==> src/rtl/param_fifo_v.sv <==
// Synchronous FIFO with registered read data and pointer-derived status flags.
// Optional sticky overflow/underflow flags are built when PARAM_FIFO_ERR_EN is defined.
module param_fifo_v #(
  parameter  int W     = 8,
  parameter  int DEPTH = 4,
  localparam int AW    = $clog2(DEPTH)
) (
  input  logic          clk,
  input  logic          resetn,
  input  logic          wr_en,
  input  logic [W-1:0]  d_in,
  output logic          full,
  input  logic          rd_en,
  output logic [W-1:0]  d_out,
  output logic          empty,
  output logic [AW:0]   count,
  output logic          ovf,
  output logic          udf,
  input  logic          err_clr
);

  logic [W-1:0] mem [DEPTH];
  logic [AW:0]  wp;
  logic [AW:0]  rp;
  logic         wr_acc;
  logic         rd_acc;

  // The extra pointer bit tells a full FIFO apart from an empty one.
  assign empty  = (wp == rp);
  assign full   = (wp[AW-1:0] == rp[AW-1:0]) && (wp[AW] != rp[AW]);
  assign count  = wp - rp;
  assign wr_acc = wr_en && !full;
  assign rd_acc = rd_en && !empty;

  always_ff @(posedge clk or negedge resetn) begin
    if (!resetn) begin
      wp    <= '0;
      rp    <= '0;
      d_out <= '0;
    end else begin
      if (wr_acc) begin
        wp <= wp + 1'b1;
      end
      if (rd_acc) begin
        rp    <= rp + 1'b1;
        d_out <= mem[rp[AW-1:0]];
      end
    end
  end

  // Storage is never cleared; writes are simply blocked while reset is held.
  always_ff @(posedge clk) begin
    if (wr_acc && resetn) begin
      mem[wp[AW-1:0]] <= d_in;
    end
  end

`ifdef PARAM_FIFO_ERR_EN
  // A new error event in the same cycle as err_clr keeps the flag set.
  always_ff @(posedge clk or negedge resetn) begin
    if (!resetn) begin
      ovf <= 1'b0;
      udf <= 1'b0;
    end else begin
      if (wr_en && full) begin
        ovf <= 1'b1;
      end else if (err_clr) begin
        ovf <= 1'b0;
      end
      if (rd_en && empty) begin
        udf <= 1'b1;
      end else if (err_clr) begin
        udf <= 1'b0;
      end
    end
  end
`else
  logic unused_err_clr;
  assign unused_err_clr = err_clr;
  assign ovf = 1'b0;
  assign udf = 1'b0;
`endif

endmodule

==> config.mk <==
export PLATFORM = sky130hd
export DESIGN_NAME = param_fifo_v
export DESIGN_NICKNAME = d
export VERILOG_FILES = /design/src/rtl/param_fifo_v.sv
export SDC_FILE = /design/constraint.sdc
export NUM_CORES = 1
export LEC_CHECK = 0
export ABC_AREA = 1
export CAP_MARGIN = 20
export CORE_AREA = 5 5 69 71
export DETAILED_ROUTE_END_ITERATION = 8
export DIE_AREA = 0 0 74 76
export HOLD_SLACK_MARGIN = 0.05
export PLACE_DENSITY = 0.78
export SYNTH_ARGS = -nofsm -noshare
export SYNTH_HDL_FRONTEND = slang
export SYNTH_SLANG_ARGS = --single-unit
==> constraint.sdc <==
create_clock -name clk -period 7.4 [get_ports clk]
set_clock_uncertainty 0.15 [all_clocks]
set_input_delay 1.11 -clock clk [delete_from_list [all_inputs] [get_ports clk]]
set_output_delay 1.11 -clock clk [all_outputs]
set_load 0.005 [all_outputs]
Word-level counts from Yosys, hierarchy flattened
Memory sizes are Yosys's and may differ from the RTL's. A register that Yosys moved wholly into a read port is not among the register bits.
Index checks and enable logic that the tools add are counted.
{ "word_totals": {"n_memories": 1, "ram_bits": 32, "mem_bits_ro": 0, "latchBits": 0, "elab_cells": 18, "ff_bits": 6, "out_inout_bits": 15} }
{ "classes": {"n_lt_le_gt_ge": 0, "n_eq_ne": 3, "bitwise": 0, "div_mod_pow": 0, "add_sub_neg": 3, "n_mux": 2, "shift": 0, "mul": 0, "reduce_logical": 7} }
{ "mem_list": {"columns": ["memory", "depth", "word_bits", "read_ports", "rd_ports_with_merged_regs", "wr", "line_no", "text"], "rows": [
  ["mem", 4, 8, 1, 1, 1, "22", "logic [W-1:0] mem [DEPTH];"]
]} }
{ "ops": {"columns": ["op", "count"], "rows": [
  ["$add A3 B1 Y3 const B", 2],
  ["$logic_and A1 B1 Y1", 4],
  ["$eq A3 B3 Y1", 1],
  ["$logic_not A1 Y1", 3],
  ["$sub A3 B3 Y3", 1],
  ["$eq A2 B2 Y1", 1],
  ["$mux W1", 2],
  ["$ne A1 B1 Y1", 1]
]} }

Longest topological paths before layout
Gate-level depths: netlist (run 1).
{ "depth": {"word_depth": 7, "mapped_depth": 10, "depth_no_buf": 8} }

Worst setup path before layout (run 1)
Ideal clock, no wire load.
{ "synth_path": {"kind": "reg2out", "start": "register rp[1]", "end": "output full", "arrival_time_ps": 1472, "required_time_ps": 6140, "setup_slack_ps": 4668, "path_stages_with_launch": 8, "n_path_buf": 1, "cell_sequence": "dfrtp_1 buf_2 clkinv_1 ha_1 nand2_1 inv_1 nand2_1 inv_1"} }
{ "synth_via": {"elab_chain_cells": 2} }
{ "synth_lines": {"columns": ["item", "line_no", "text"], "rows": [
  ["start, declared", "24", "logic [AW:0] rp;"],
  ["start signal, assigned", "45", "rp <= rp + 1'b1;"],
  ["$eq A2 B2 Y1", "30", "assign full = (wp[AW-1:0] == rp[AW-1:0]) && (wp[AW] != rp[AW]);"],
  ["$logic_and A1 B1 Y1", "30", null],
  ["end, declared", "12", "output logic full,"]
]} }
No other way between the ends.

Worst setup path in the final report (run 1)
Same ends and word-level chain as after synthesis.

==> impl_summary.md, run 1 <==
Synthesis
The area share of the largest cell type after synthesis is 0.440. The total standard cell area after synthesis is 2180 um^2. The number of instances in the synthesized netlist is 220. The share of the Yosys chip area taken by registers is 0.601.

Each instance of the synthesized netlist takes up on average 9.92 um^2. Synthesis inferred 46 register bits. After synthesis, the cell types taking the most area are sky130_fd_sc_hd__edfxtp_1 (44%), sky130_fd_sc_hd__dfrtp_1 (16%), sky130_fd_sc_hd__nand2_1 (12%). The number of library cell types mapped by synthesis is 19.

The synthesized design spends more area on one cell type than any other, namely sky130_fd_sc_hd__edfxtp_1. The Yosys step of the flow raised 0 warnings.

Clock network
The tree is rooted in a sky130_fd_sc_hd__clkbuf_8. The quantity of hold-fixing buffers added after cts is 0. The CTS tree is yes. After clock tree synthesis, the clock-pin slew on the worst setup and hold paths is roughly 90 ps. The clock latency at the later pin of the worst-skew pair is roughly 300 ps. The clock passes through at most 2 buffers. For this design, the sink count on the clock tree is 46. The post-CTS resize count is 0. The number of setup buffers added after CTS is 0. TritonCTS created 5 clock buffers. In this run the number of H-tree levels came out at 2.

Route
Across all layers, the routed design uses 1406 vias. After the first detailed-routing iteration, the DRC count stood at between 60 and 70. The routed wire length is 3720 um.

In the routed design, unresolved DRC markers number 0. The routed length per placed instance is 12.5 um. The first TritonRoute pass finished after 4 iterations.

In this run the remaining antenna-violating nets after routing total 0. After detailed routing, the number of vias per cell comes to 4.72.

Floorplan
The die span in y is between 70 and 80 um. The die covers 5620 um^2. The starting utilization of the core area is 0.523. In this run the standard cell core region covers between 4000 and 5000 um^2. In this run the horizontal extent of the chip is 74 um. The number of standard-cell rows in the floorplan is 24. 28 I/O pins were placed.

Flow run
The number of maximum-capacitance constraint violations is 0.

Critical path
Walking the worst path, the cells encountered are clkinv_1, ha_1, nand2_1, inv_1, nand2_1, inv_1, clkdlybuf4s50_1. The worst path arrival time is 2750 ps. Along the worst path, the maximum fanout reaches 11. For this run, the slowest stage of the critical path takes ~600 ps. The slowest library cell on the worst path is sky130_fd_sc_hd__dfrtp_1. The endpoint kind of the worst setup timing path is an output port. The type of the worst setup path is reg -> out. The family with the most delay on the worst path is buffers and inverters.

The sort of element at the start of the critical path is a flop. Together, buffers and inverters on the worst path number 4. At the worst endpoint, the required time is 6140 ps.

Placed design
Routability-driven placement finished with a final weighted congestion of 0.798. The instance area at placement is 2440 um^2. Once detailed placement completed, the half-perimeter wirelength came to 2450 um. The number of port buffers is 24.

Global routing
The all-layer global routing usage is 0.146. Entering global routing, the biggest net connects 29 pins. The initial antenna violation count is 0. Summed over all layers, the global routing overflow is 0.

The via count of the first global-routing pass was 1301. The first global-routing pass estimated 6140 um of wire.

STA
Setup repair after global routing left no endpoint under its margin. Setup violations remaining at the end of the flow were counted as 0. At the pin with the least slew margin, the transition time is 872 ps.

The post-route fraction of the period consumed by the critical path is 0.542. Timing would allow up to 0.249 GHz. The worst slew margin relative to its limit is 0.419.

The worst slack on hold paths is between 300 and 400 ps. The time the worst path needs with I/O delays and setup is 4010 ps. The final number of hold-violating endpoints is 0. The final number of max-transition violations is 0.

The total negative setup slack is 0 ps.

Run status
The flow ran to the end, and the final reports show no timing, DRC or antenna violations.

Final layout
Counting the fill cells in the layout gives 355. From synthesis to final layout, the design area changed by 17.1%. The most common cell after layout, fill and taps aside is sky130_fd_sc_hd__nand2_1.

For this run, the share of the core covered by cells in the final layout is 0.612. In the layout the commonest cells are sky130_fd_sc_hd__nand2_1 (70), sky130_fd_sc_hd__inv_1 (38), sky130_fd_sc_hd__edfxtp_1 (32). The number of nets in the final layout is around 270. Summing all flip-flop and latch instances after layout gives 1310 um^2. Of the cells placed in the final design, the portion with a size suffix greater than 1 is 0.0935. The final design instance area without fill is 2560 um^2.

The number of antenna repair diodes is 0. The multi-input gate area in the final layout is between 600 and 700 um^2.

Power and ir drop
In this run the static leakage power is 0.00120 uW. VDD sags by at most roughly 0.22 mV. Dividing total power by cell area gives a power density of 390 nW/um^2.

Hold path
The min-delay analysis places its worst path in the category reg -> reg.
[cell type report]
| cell class | instances | share of cell area |
|---|---|---|
| inverters | 40 | 0.0587 |
| clock inverters | 3 | 0.0191 |
| well taps | 52 | 0.0255 |
| flip-flops and latches | 46 | 0.513 |
| repair buffers | 24 | 0.0940 |
| clock buffers | 5 | 0.0269 |
| multi-input cells | 128 | 0.263 |
[where the power goes]
group	total [uW]	switching [uW]	internal [uW]
Sequential	398	63.3	335
Combinational	408	213	195
Clock	190	86.8	103
Total	996	363	633
[synthesized netlist by cell type, drive strengths merged]
| cell type | count |
|---|---|
| edfxtp | 32 |
| xor2 | 3 |
| inv | 38 |
| dfrtp | 14 |
| buf | 7 |
| a21oi | 1 |
| or2 | 8 |
| nor2 | 4 |
| fa | 1 |
| nand3 | 23 |
| nand2 | 79 |
| ha | 7 |
| conb | 1 |
| clkinv | 2 |
[worst reg2reg max path, cell delays in order, from the launching register on]
cell and delay [ps]:
sky130_fd_sc_hd__dfrtp_1 600, sky130_fd_sc_hd__clkinv_1 450, sky130_fd_sc_hd__ha_1 410, sky130_fd_sc_hd__nand2_1 70
sky130_fd_sc_hd__inv_1 100, sky130_fd_sc_hd__nand2_1 190, sky130_fd_sc_hd__nand3_1 170, sky130_fd_sc_hd__nor2_1 670
[stage by stage]
stage,setup slack (ps),total power (uW),instances
2_1_floorplan,4670,657,221
3_3_place_gp,3730,800,290
3_5_place_dp,3710,813,290
4_1_cts,3360,1010,298
5_1_grt,3180,1080,298
6_report,3390,996,298
[per-layer routing]
layer,wire [um],GRT usage
met3,221,0.0435
met5,0,0
met4,57,0.0507
met2,1950,0.242
met1,1490,0.176
[state kept, by name (all words and copies together) (netlist names)]
name / count
rp: 3
d_out: 8
wp: 3
mem: 32
[cells by family (layout without fill, tap and decap cells)]
| group | after synthesis | in the layout | synth area share |
|---|---|---|---|
| AO/OA/AOI/OAI | 1 | 1 | 0.00746 |
| XOR/XNOR | 3 | 3 | 0.0120 |
| adder cells (fa/ha/maj) | 8 | 8 | 0.0493 |
| buffers and inverters | 47 | 72 | 0.0929 |
| flip-flops | 46 | 46 | 0.601 |
| other | 1 | 2 | 0.00172 |
| AND/OR/NAND/NOR | 114 | 114 | 0.236 |
[path summary, 6_finish.rpt]
check / from / endpoint / slack [ps] / cells after the start
hold reg to reg: d_out[6]$_DFFE_PN0P_ / d_out[6]$_DFFE_PN0P_ / 330 / 2
max in group asynchronous: resetn / d_out[2]$_DFFE_PN0P_ / 5560 / 1
setup reg to reg: rp[1]$_DFFE_PN0P_ / mem[0][0]$_DFFE_PP_ / 4210 / 7
hold / removal: d_out[6]$_DFFE_PN0P_ / d_out[6]$_DFFE_PN0P_ / 330 / 2
setup / recovery: rp[1]$_DFFE_PN0P_ / full / 3390 / 7
min in group asynchronous: resetn / rp[0]$_DFFE_PN0P_ / 1080 / 1
(Power assumes the default switching activity.)
==> run 2: changes to the inputs <==
--- a/config.mk
+++ b/config.mk
@@ -7,11 +7,11 @@
 export LEC_CHECK = 0
 export ABC_AREA = 1
 export CAP_MARGIN = 20
-export CORE_AREA = 5 5 69 71
+export CORE_AREA = 5 5 73 75
 export DETAILED_ROUTE_END_ITERATION = 8
-export DIE_AREA = 0 0 74 76
+export DIE_AREA = 0 0 78 80
 export HOLD_SLACK_MARGIN = 0.05
-export PLACE_DENSITY = 0.78
+export PLACE_DENSITY = 0.73
 export SYNTH_ARGS = -nofsm -noshare
 export SYNTH_HDL_FRONTEND = slang
 export SYNTH_SLANG_ARGS = --single-unit
==> constraint.sdc (replaced) <==
create_clock -name clk -period 3.6 [get_ports clk]
set_clock_uncertainty 0.15 [all_clocks]
set_input_delay 0.54 -clock clk [delete_from_list [all_inputs] [get_ports clk]]
set_output_delay 0.54 -clock clk [all_outputs]
set_load 0.005 [all_outputs]
==> impl_summary.md, run 2 (synthesized netlist as in run 1, its figures left out) <==
Critical path
The type of the worst setup path is reg -> out. The internal reg-to-reg setup slack is ~1100 ps. The kind of cell with the highest combined delay along the critical path is buffers and inverters. The worst path arrival time is approximately 2500 ps. The slowest library cell on the worst path is sky130_fd_sc_hd__dfrtp_1.

The number of buffers and inverters on the critical path is 4. The critical path goes through clkinv_1, ha_1, nand2_1, inv_1, nand2_1, inv_1, clkdlybuf4s50_1. The maximum single-stage delay on the critical path is between 600 and 700 ps. Along the worst path, the maximum fanout reaches 11. Data on the critical path is required at its endpoint by 2910 ps. The worst setup path is launched from a flop. The endpoint kind of the worst setup timing path is an output port.

The worst reg2reg path endpoint is mem[0][1]$_DFFE_PP_. In this run the critical register-to-register path is launched from rp[1]$_DFFE_PN0P_. The number of cells on the worst reg-to-reg path is 8.

Power and ir drop
The power density over the cells is 770 nW/um^2. For this design the static power due to leakage is around 0.0012 uW. The completed layout was analyzed and its total power is 1990 uW. The worst-case vdd ir drop is 0.283 mV.

Floorplan
The full die area is 6240 um^2. The overall die width is between 70 and 80 um. The initialized floorplan defines 25 standard-cell rows.

The floorplan step defined a core boundary enclosing approximately 4600 um^2. The die span in y is 80 um. The starting utilization of the core area is 0.475. In this run the count of I/O pins placed on the die edge is 28.

STA
Final hold analysis gives a worst-case slack of approximately 340 ps. Setup repair after global routing left no endpoint under its margin. Setup violations remaining at the end of the flow were counted as 0.

The final number of hold-violating endpoints was 0. Static timing analysis puts the maximum clock frequency at 0.316 GHz. Of the available clock period, the critical path in the final layout requires 0.879.

The time the worst path needs with I/O delays and setup is 3160 ps. The total negative setup slack is 0 ps. The final number of max-transition violations is 0.

Route
The number of violations reported at the end of detailed-routing iteration 0 is between 50 and 60. The detailed-route via count is 1429. After detailed routing, the number of remaining DRC violations is 0. The number of search-and-repair iterations in the first detailed-routing pass is 4. After detailed routing, the total wire length is 3910 um.

Dividing the detail-routed wire length by the instance count gives 12.7 um. Once detail routing completed, the nets flagged for antenna violations numbered 0. Dividing the detail-routed via count by the number of cells gives around 4.7.

Hold path
Counting instances, the worst hold path has a depth of 2. In this run the worst hold path is classified as reg -> reg. The startpoint identified for the worst hold timing path is d_out[4]$_DFFE_PN0P_. The hold-critical path endpoint is d_out[4]$_DFFE_PN0P_.

Global routing
Entering global routing, the biggest net connects 28 pins. For this run the aggregate overflow at the end of global routing stands at 0. The initial antenna violation count is 0.

The all-layer global routing usage is 0.139. The first global-routing pass estimated between 6000 and 7000 um of wire. The via count of the first global-routing pass is 1374.

Final layout
The most common cell after layout, fill and taps aside is sky130_fd_sc_hd__nand2_1. The final standard cell utilization of the core is 0.562. The number of antenna repair diodes is 0. The flip-flop count of the largest register, all copies and words added is 32.

After the last flow step, the layout net total stands at 273. The library cells used most frequently in the layout, excluding fill and tap cells, are sky130_fd_sc_hd__nand2_1 (70), sky130_fd_sc_hd__inv_1 (38), sky130_fd_sc_hd__edfxtp_1 (32). The filler cell count in the final layout is 414. The area growth from synthesis to final layout is 18.3%. The share of cells above drive strength 1 is 0.119.

Clock network
The quantity of hold-fixing buffers added after cts is 0. The post-CTS resize count is 0. The number of setup buffers added after CTS is 0. The number of H-tree levels is 2.

The longest clock path from root to sink contains 2 buffers. The tree is rooted in a sky130_fd_sc_hd__clkbuf_8. The CTS tree is yes. After clock tree synthesis, the clock-pin slew on the worst setup and hold paths is 90 ps.

The clock latency at the later pin of the worst-skew pair is 300 ps. CTS saw 46 sinks. The number of clock buffers added by TritonCTS is 5.

Flow run
Max-cap violations in this run came to 0.

Placed design
Routability-driven placement finished with a final weighted congestion of between 0.7 and 0.8. The sum of net half-perimeters after detailed placement is 2690 um. Buffers placed on the I/O ports in this run total 24.

Run status
The run finished with clean final reports.
==> run 2: how the worst max path moves through the flow <==
stage	from	endpoint	slack [ps]	cells after the start
2_1_floorplan	rp[1]$_DFFE_PN0P_	mem[0][0]$_DFFE_PP_	1200	8
3_3_place_gp	rp[1]$_DFFE_PN0P_	full	820	7
3_5_place_dp	rp[1]$_DFFE_PN0P_	full	780	7
4_1_cts	rp[1]$_DFFE_PN0P_	full	430	7
5_1_grt	rp[1]$_DFFE_PN0P_	full	250	7
6_report	rp[1]$_DFFE_PN0P_	full	440	7
==> run 2: per-stage QoR <==
step           area [um^2]  instances  setup slack (ps)
3_5_place_dp          2490        299               782
4_1_cts               2580        307               433
2_1_floorplan         2190        221              1200
6_report              2580        307               437
5_1_grt               2580        307               248
3_3_place_gp          2490        299               822
==> run 2: layout make-up <==
| class | instances | area [um^2] | share of cell area |
|---|---|---|---|
| Inverter | 40 | 150 | 0.0581 |
| Clock buffer | 5 | 68.8 | 0.0266 |
| Sequential cell | 46 | 1310 | 0.508 |
| Timing Repair Buffer | 31 | 293 | 0.113 |
| Tap cell | 54 | 67.6 | 0.0262 |
| Multi-Input combinational cell | 128 | 672 | 0.260 |
| Clock inverter | 3 | 20.0 | 0.00775 |
==> run 2: routing by layer <==
metal  GRT usage  vias to the layer above  wire length, um
met5           0                        -                0
met1       0.162                      652             1640
li1            -                      738                -
met2       0.236                       33             2000
met3      0.0384                        6              191
met4      0.0659                        0               83
==> run 2: worst reg2reg max path: cells and delay by family (launching register included) <==
kind | cells | cell delay [ps]
flip-flops | 1 | 610
AND/OR/NAND/NOR | 4 | 560
adder cells (fa/ha/maj) | 1 | 330
buffers and inverters | 3 | 590
==> run 2: power breakdown <==
group / internal (uW) / leakage [uW] / switching, uW
Sequential: 689 / 0.000463 / 90.4
Combinational: 422 / 0.000715 / 474
Clock: 137 / 0.0000484 / 177
